==> src/rtl/systempll_lock_seq.sv <==
// ---------------------------------------------------------------------------
// systempll_lock_seq
//
// Bring-up and lock supervisor for the F-tile system PLL. It synchronizes the
// PLL's asynchronous synthlock flag and qualifies lock over a stable window.
// Once lock is qualified it releases the downstream TX datapath reset, then
// the RX datapath reset. On lock loss it re-sequences from the start. If lock
// never arrives it pulses a PLL reset and retries. The final permitted timeout
// parks the block in a sticky ERROR state that only reset can clear.
//
// Ports
//   clk                     free-running management clock
//   reset                   asynchronous active-high reset
//   synthlock_in            PLL synthlock flag, asynchronous to clk
//   disable_refclk_monitor  to PLL; low only while lock is qualified
//   pll_rst                 PLL reset pulse, active high
//   tx_rst                  downstream TX reset, active high
//   rx_rst                  downstream RX reset, active high
//   pll_ready               lock qualified (REL_TX or RUN)
//   lock_err                sticky error, set in ERROR
//   lock_loss_cnt[7:0]      lock losses from REL_TX/RUN, saturating at 255
//   state_o[2:0]            encoded state (WAIT_LOCK=0 ... ERROR=5)
// ---------------------------------------------------------------------------
module systempll_lock_seq #(
    parameter int SYNC_STAGES      = 2,
    parameter int LOCK_STABLE_CYC  = 1024,
    parameter int LOCK_TIMEOUT_CYC = 1048576,
    parameter int PLL_RST_CYC      = 16,
    parameter int TX_TO_RX_CYC     = 256,
    parameter int MAX_RETRIES      = 3
) (
    input  logic       clk,
    input  logic       reset,
    input  logic       synthlock_in,
    output logic       disable_refclk_monitor,
    output logic       pll_rst,
    output logic       tx_rst,
    output logic       rx_rst,
    output logic       pll_ready,
    output logic       lock_err,
    output logic [7:0] lock_loss_cnt,
    output logic [2:0] state_o
);

    localparam int TW      = 21;
    localparam int TIM_MAX = 2 ** TW;
    localparam int RW      = (MAX_RETRIES < 2) ? 1 : $clog2(MAX_RETRIES + 1);

    // Each window ends on the cycle its timer reaches N-1.
    localparam logic [TW-1:0] STABLE_LAST  = TW'(LOCK_STABLE_CYC - 1);
    localparam logic [TW-1:0] TIMEOUT_LAST = TW'(LOCK_TIMEOUT_CYC - 1);
    localparam logic [TW-1:0] PLLRST_LAST  = TW'(PLL_RST_CYC - 1);
    localparam logic [TW-1:0] TXRX_LAST    = TW'(TX_TO_RX_CYC - 1);
    localparam logic [RW-1:0] RETRY_LIMIT  = RW'(MAX_RETRIES);

    // Catch bad parameterizations at elaboration.
    if (SYNC_STAGES < 2) begin : g_bad_sync
        $error("SYNC_STAGES must be >= 2");
    end
    if (MAX_RETRIES < 1) begin : g_bad_retries
        $error("MAX_RETRIES must be >= 1");
    end
    if (LOCK_STABLE_CYC < 1 || LOCK_STABLE_CYC > TIM_MAX ||
        LOCK_TIMEOUT_CYC < 1 || LOCK_TIMEOUT_CYC > TIM_MAX ||
        PLL_RST_CYC < 1 || PLL_RST_CYC > TIM_MAX ||
        TX_TO_RX_CYC < 1 || TX_TO_RX_CYC > TIM_MAX) begin : g_bad_cyc
        $error("*_CYC parameters must be in 1..2**21");
    end

    typedef enum logic [2:0] {
        S_WAIT_LOCK = 3'd0,
        S_STABLE    = 3'd1,
        S_REL_TX    = 3'd2,
        S_RUN       = 3'd3,
        S_PLL_RST   = 3'd4,
        S_ERROR     = 3'd5
    } state_t;

    // State and datapath flops
    logic [SYNC_STAGES-1:0] sync_q, sync_d;
    state_t                 state_q, state_d;
    logic [TW-1:0]          timer_q, timer_d;
    logic [RW-1:0]          retry_q, retry_d;
    logic [7:0]             loss_q, loss_d;

    // Registered output flops
    logic       dis_mon_q, dis_mon_d;
    logic       pll_rst_q, pll_rst_d;
    logic       tx_rst_q, tx_rst_d;
    logic       rx_rst_q, rx_rst_d;
    logic       ready_q, ready_d;
    logic       err_q, err_d;
    logic [2:0] state_o_q, state_o_d;

    logic          lock_s;
    logic [RW-1:0] retry_inc;
    logic [7:0]    loss_inc;

    assign lock_s = sync_q[SYNC_STAGES-1];

    // NOTE: every signal assigned in always_comb gets a default first, so no
    // path through the case can leave it unassigned and infer a latch.
    always_comb begin
        sync_d    = {sync_q[SYNC_STAGES-2:0], synthlock_in};
        state_d   = state_q;
        timer_d   = timer_q + TW'(1);
        retry_d   = retry_q;
        loss_d    = loss_q;
        retry_inc = retry_q + RW'(1);
        loss_inc  = (loss_q == 8'hFF) ? loss_q : loss_q + 8'd1;

        unique case (state_q)
            S_WAIT_LOCK: begin
                // Lock takes priority over a timeout on the same cycle.
                if (lock_s) begin
                    state_d = S_STABLE;
                    timer_d = '0;
                end else if (timer_q == TIMEOUT_LAST) begin
                    retry_d = retry_inc;
                    timer_d = '0;
                    state_d = (retry_inc == RETRY_LIMIT) ? S_ERROR : S_PLL_RST;
                end
            end
            S_PLL_RST: begin
                // lock_s is ignored while the PLL is being reset.
                if (timer_q == PLLRST_LAST) begin
                    state_d = S_WAIT_LOCK;
                    timer_d = '0;
                end
            end
            S_STABLE: begin
                // A glitch restarts qualification but is not a timeout, so
                // retry is left untouched.
                if (!lock_s) begin
                    state_d = S_WAIT_LOCK;
                    timer_d = '0;
                end else if (timer_q == STABLE_LAST) begin
                    state_d = S_REL_TX;
                    timer_d = '0;
                    retry_d = '0;
                end
            end
            S_REL_TX: begin
                // Lock loss wins over the TX->RX timer expiring.
                if (!lock_s) begin
                    state_d = S_WAIT_LOCK;
                    timer_d = '0;
                    loss_d  = loss_inc;
                end else if (timer_q == TXRX_LAST) begin
                    state_d = S_RUN;
                    timer_d = '0;
                end
            end
            S_RUN: begin
                timer_d = '0;
                if (!lock_s) begin
                    state_d = S_WAIT_LOCK;
                    loss_d  = loss_inc;
                end
            end
            S_ERROR: begin
                timer_d = '0;
            end
            default: begin
                state_d = S_WAIT_LOCK;
                timer_d = '0;
            end
        endcase
    end

    // Output decodes of the current state; registered below so every output
    // moves one cycle after the state changes.
    always_comb begin
        dis_mon_d = !(state_q == S_REL_TX || state_q == S_RUN);
        ready_d   =  (state_q == S_REL_TX || state_q == S_RUN);
        tx_rst_d  = !(state_q == S_REL_TX || state_q == S_RUN);
        rx_rst_d  =  (state_q != S_RUN);
        pll_rst_d =  (state_q == S_PLL_RST);
        err_d     =  (state_q == S_ERROR);
        state_o_d =  state_q;
    end

    // NOTE: sequential state uses non-blocking assignments so all flops sample
    // their inputs from the same edge regardless of statement order.
    always_ff @(posedge clk or posedge reset) begin
        if (reset) begin
            sync_q    <= '0;
            state_q   <= S_WAIT_LOCK;
            timer_q   <= '0;
            retry_q   <= '0;
            loss_q    <= '0;
            dis_mon_q <= 1'b1;
            pll_rst_q <= 1'b0;
            tx_rst_q  <= 1'b1;
            rx_rst_q  <= 1'b1;
            ready_q   <= 1'b0;
            err_q     <= 1'b0;
            state_o_q <= 3'd0;
        end else begin
            sync_q    <= sync_d;
            state_q   <= state_d;
            timer_q   <= timer_d;
            retry_q   <= retry_d;
            loss_q    <= loss_d;
            dis_mon_q <= dis_mon_d;
            pll_rst_q <= pll_rst_d;
            tx_rst_q  <= tx_rst_d;
            rx_rst_q  <= rx_rst_d;
            ready_q   <= ready_d;
            err_q     <= err_d;
            state_o_q <= state_o_d;
        end
    end

    assign disable_refclk_monitor = dis_mon_q;
    assign pll_rst                = pll_rst_q;
    assign tx_rst                 = tx_rst_q;
    assign rx_rst                 = rx_rst_q;
    assign pll_ready              = ready_q;
    assign lock_err               = err_q;
    assign lock_loss_cnt          = loss_q;
    assign state_o                = state_o_q;

endmodule

==> config.mk <==
export PLATFORM = sky130hd
export DESIGN_NAME = systempll_lock_seq
export DESIGN_NICKNAME = d
export VERILOG_FILES = /design/src/rtl/systempll_lock_seq.sv
export SDC_FILE = /design/constraint.sdc
export NUM_CORES = 1
export LEC_CHECK = 0
export ABC_AREA = 1
export BUFFER_PORTS_ARGS = -buffer_cell sky130_fd_sc_hd__buf_2
export CAP_MARGIN = 10
export CORE_AREA = 2 2 69 71
export CTS_CLUSTER_SIZE = 24
export DETAILED_ROUTE_END_ITERATION = 8
export DIE_AREA = 0 0 71 73
export PLACE_DENSITY = 0.81
export SLEW_MARGIN = 15
export SYNTH_ARGS = -nofsm -noshare
export SYNTH_HDL_FRONTEND = slang
export SYNTH_SLANG_ARGS = --single-unit
==> constraint.sdc <==
create_clock -name clk -period 5.2 [get_ports clk]
set_input_delay 0.26 -clock clk [delete_from_list [all_inputs] [get_ports clk]]
set_output_delay 0.26 -clock clk [all_outputs]
set_load 0.02 [all_outputs]
==> impl.org <==
** Run status
- The flow ran to the end, and the final reports show no timing, DRC or antenna violations.

** Logic synthesis
- In this run, synthesis produced a sequential element count of 44.
- The number of nets in the synthesized netlist is 305.
- The commonest cells after synthesis are nand2_1 (73), dfrtp_1 (42), inv_1 (41), nor2_1 (41), nand3_1 (19).
- In this run, distinct cell masters in the synthesized netlist total 28.
- Top-count cell post-synth :: nand2_1
- The average instance in the mapped netlist occupies 7.90 sq um.
- Post-synthesis instance area :: 2360 sq um
- The synthesized design devotes to its leading area cell type 44.5% of total area.
- Of the synthesized area, sequential elements account for 46.7%.
- Among all flip-flop cells after synthesis, the most frequent one is dfrtp_1.
- After synthesis, the share of flip-flops with an asynchronous set or reset is 100%.
- Yosys synthesis warning count :: 0
- In the post-synthesis netlist, the biggest area contributors are dfrtp_1 (45%), nand2_1 (12%), inv_1 (6.5%).
- Synthesized instance count :: 299
- Counting flops with a built-in enable in the synthesized netlist gives 0.
- Synth area leader :: dfrtp_1

** Cells and area
- From synthesis to final layout, the design area changed by 10.8%.
- Share of post-route cells with drive strength above 1 :: 16.9%
- 0 antenna diodes ended up in the layout.
- Multi-input logic area :: 1060 sq um
- Number of fill cells in the layout :: 407
- Across the whole layout, storage elements account for 1100 sq um.
- Layout net count :: 330
- Utilization of the core after routing :: 57.7%
- Post-route cell area :: 2620 sq um
- Final cell count without fillers :: 379

** Place
- Placed Area :: 2510 sq um
- Detailed placement finished with a half-perimeter wire length of 3310 um.
- # port buffers :: 19
- Number of placed cells counting well taps :: 371
- RePlAce Congestion :: 0.867

** Power
- The share of total power dissipated in combinational logic is 27.9%.
- Net switching is 35.8% of the power.
- Cell Pwr Density :: 362 nW/um^2
- For this design the total switching power over the nets is 0.339 mW.
- Across the VDD grid, the largest voltage drop is 0.000174 V.
- Of the total power, registers draw 44.7%.
- Power share of the clock group :: 27.3%
- Cell internal power dissipation :: 0.608 mW
- Summed over all cells, the static leakage comes to 1.35 nW.

** Worst setup path
- CP Data Arrival Time :: 2.10 ns
- Setup slack on the worst reg-to-reg path comes out at 3.29 ns.
- Data required time at the worst endpoint :: 5.39 ns
- Endpoint of the most critical register-to-register path :: timer_q[12]$_DFF_PP0_
- Counting cells, the worst reg-to-reg path comes to 10.
- The startpoint identified for the worst register-to-register timing path is timer_q[0]$_DFF_PP0_.
- Type of element capturing the critical path :: register
- Worst Setup Start Kind :: register
- Maximum net fanout on the critical path :: 14
- The critical path in this run is classified as register to register.

** Min path
- Hold-critical path depth :: 1
- Endpoint with the worst hold slack :: sync_q[0]$_DFF_PP0_
- The startpoint identified for the worst hold timing path is synthlock_in.
- Worst hold-check path type :: primary input to register

** Clock tree
- Clock slew at reported path FFs :: 0.08 ns
- The longest clock path from root to sink contains 2 buffers.
- Count of buffers added by post-CTS timing repair for setup :: 0
- Number of buffers created by CTS :: 5
- Worst-skew pair later-pin latency :: 0.30 ns
- TritonCTS built the clock tree.
- The H-tree generated during clock tree synthesis spans 2 levels.
- For this design, the CTS-stage hold fixing added 0 buffers.
- Clock tree synthesis found a total of 44 sinks.
- Clock root cell :: clkbuf_8
- Gates resized during post-CTS repair numbered 0.

** STA
- Based on the critical path, the design can be clocked at up to 522 MHz.
- For the pin with the worst max-slew slack, the measured transition is 0.553 ns.
- The max-slew violation count came to 0.
- Total Negative Setup Slacks :: 0 ns
- Measured against its own limit, the worst slew margin works out to 63.0%.
- The routed design could run at a clock period as short as 1.91 ns.
- Setup repair after global routing missed its margin :: no
- The number of hold-slack violations in the final timing report is 0.
- Setup violations remaining at the end of the flow were counted as 0.
- Worst Skew :: 0.00563 ns
- The worst path uses 36.8% of the clock period.
- Tightest hold margin :: 0.0627 ns

** Drt
- DRC violations left :: 0
- Dividing the detail-routed wire length by the instance count gives 11.7 um.
- Wires add up to 4430 um.
- Initial DRT Pass Iterations :: 5
- Number of nets with antenna violations after detailed routing :: 0
- After the first detailed-routing iteration, the DRC count stood at 91.
- Via count :: 1924
- After detailed routing, the number of vias per cell comes to 5.08.

** GRT
- Largest net degree at the start of global routing :: 45
- The first global-routing pass estimated 7690 um of wire.
- The via count of the first global-routing pass came to 1831.
- GRT Total Usage :: 18.9%
- Summed over all layers, the global routing overflow is 0.
- The initial antenna violation count came to 0.

** Die
- Placeable core region :: 4540 sq um
- Die area :: 5180 sq um
- The die is 71 um wide.
- Number of rows created at floorplan :: 25
- Number of top-level pins :: 20
- Measured along the y axis, the die boundary spans 73 um.
- Effective utilization at floorplan :: 52.1%

** Flow run
- Across the run, the number of max-cap violations was 0.
state kept, by name, summed over array words and instances, names as in the netlist:
register / count
timer_q: 21
lock_loss_cnt: 8
state_o: 3
state_o_d: 3
retry_q: 2
sync_q: 2
lock_err: 1
pll_ready: 1
pll_rst: 1
rx_rst: 1
tx_rst: 1
cell families (layout without fill, tap and decap cells):
logic type / after synthesis / count (layout) / share of synthesized area (%)
buf+inv: 48 / 74 / 8.37
xor+xnor: 17 / 17 / 6.31
simple gates: 173 / 173 / 33.9
compound gates: 14 / 14 / 3.13
fa+ha+maj: 3 / 3 / 1.59
flops: 44 / 44 / 46.7
cells in the final DEF, fill, tap and decap left out, types with 2 or more instances in the layout:
cell | Yosys | layout
a21oi_1 | 2 | 2
buf_2 | 0 | 19
clkbuf_8 | 0 | 5
dfrtp_1 | 42 | 42
dfstp_2 | 2 | 2
ha_1 | 3 | 3
inv_1 | 41 | 40
inv_2 | 4 | 4
nand2_1 | 73 | 73
nand2_2 | 3 | 3
nand3_1 | 19 | 19
nand3b_1 | 2 | 2
nand4_1 | 8 | 8
nor2_1 | 41 | 41
nor2_2 | 11 | 11
nor2_4 | 3 | 3
nor3_1 | 8 | 8
o21ai_0 | 10 | 10
xnor2_1 | 4 | 4
xor2_1 | 13 | 13
power groups by stage:
stage               clock network [mW]  logic (mW)  registers, mW
finish                           0.259       0.265          0.423
detailed placement                   0       0.266          0.430
global placement                     0       0.264          0.428
floorplan                            0       0.187          0.456
CTS                              0.265       0.267          0.423
global route                     0.276       0.294          0.430
worst max path at each step:
stage                         start                     to  depth (start not counted)  slack, ns
2_1_floorplan  timer_q[0]$_DFF_PP0_  timer_q[13]$_DFF_PP0_                         11       3.47
3_3_place_gp   timer_q[0]$_DFF_PP0_   timer_q[3]$_DFF_PP0_                         10       3.38
6_report       timer_q[0]$_DFF_PP0_  timer_q[12]$_DFF_PP0_                         10       3.29
3_5_place_dp   timer_q[0]$_DFF_PP0_  timer_q[12]$_DFF_PP0_                         10       3.28
5_1_grt        timer_q[0]$_DFF_PP0_  timer_q[12]$_DFF_PP0_                         12       3.06
4_1_cts        timer_q[0]$_DFF_PP0_   timer_q[4]$_DFF_PP0_                         10       3.26
metal layers:
metal	GRT usage (%)	part of all wire (%)
met5	0	0
met4	7.55	1.8
met3	4.42	4.2
met2	33.2	50
met1	22.3	44
metrics by stage:
stage / worst slack [ns] / total power [mW]
floorplan: 3.47 / 0.643
global placement: 3.38 / 0.692
detailed placement: 3.28 / 0.696
CTS: 3.26 / 0.955
global route: 3.06 / 1.00
finish: 3.29 / 0.947
worst max-delay path, cell delays in order, from the launching register on:
cell and delay (ns):
dfrtp_1 0.41, ha_1 0.28, inv_2 0.08, nor2_4 0.12, nand2_2 0.11, nor2_4 0.13
nand3_2 0.10, nand2_2 0.13, nand3_4 0.14, inv_4 0.20, nor2_1 0.07
layout make-up:
cell class / count / share of cell area [%]
well taps: 54 / 2.58
multi-input cells: 207 / 40.5
inverters: 46 / 6.70
flip-flops and latches: 44 / 42.2
clock inverters: 2 / 1.34
repair buffers: 20 / 3.92
clock buffers: 6 / 2.77
Power figures use the tool's default switching activity.
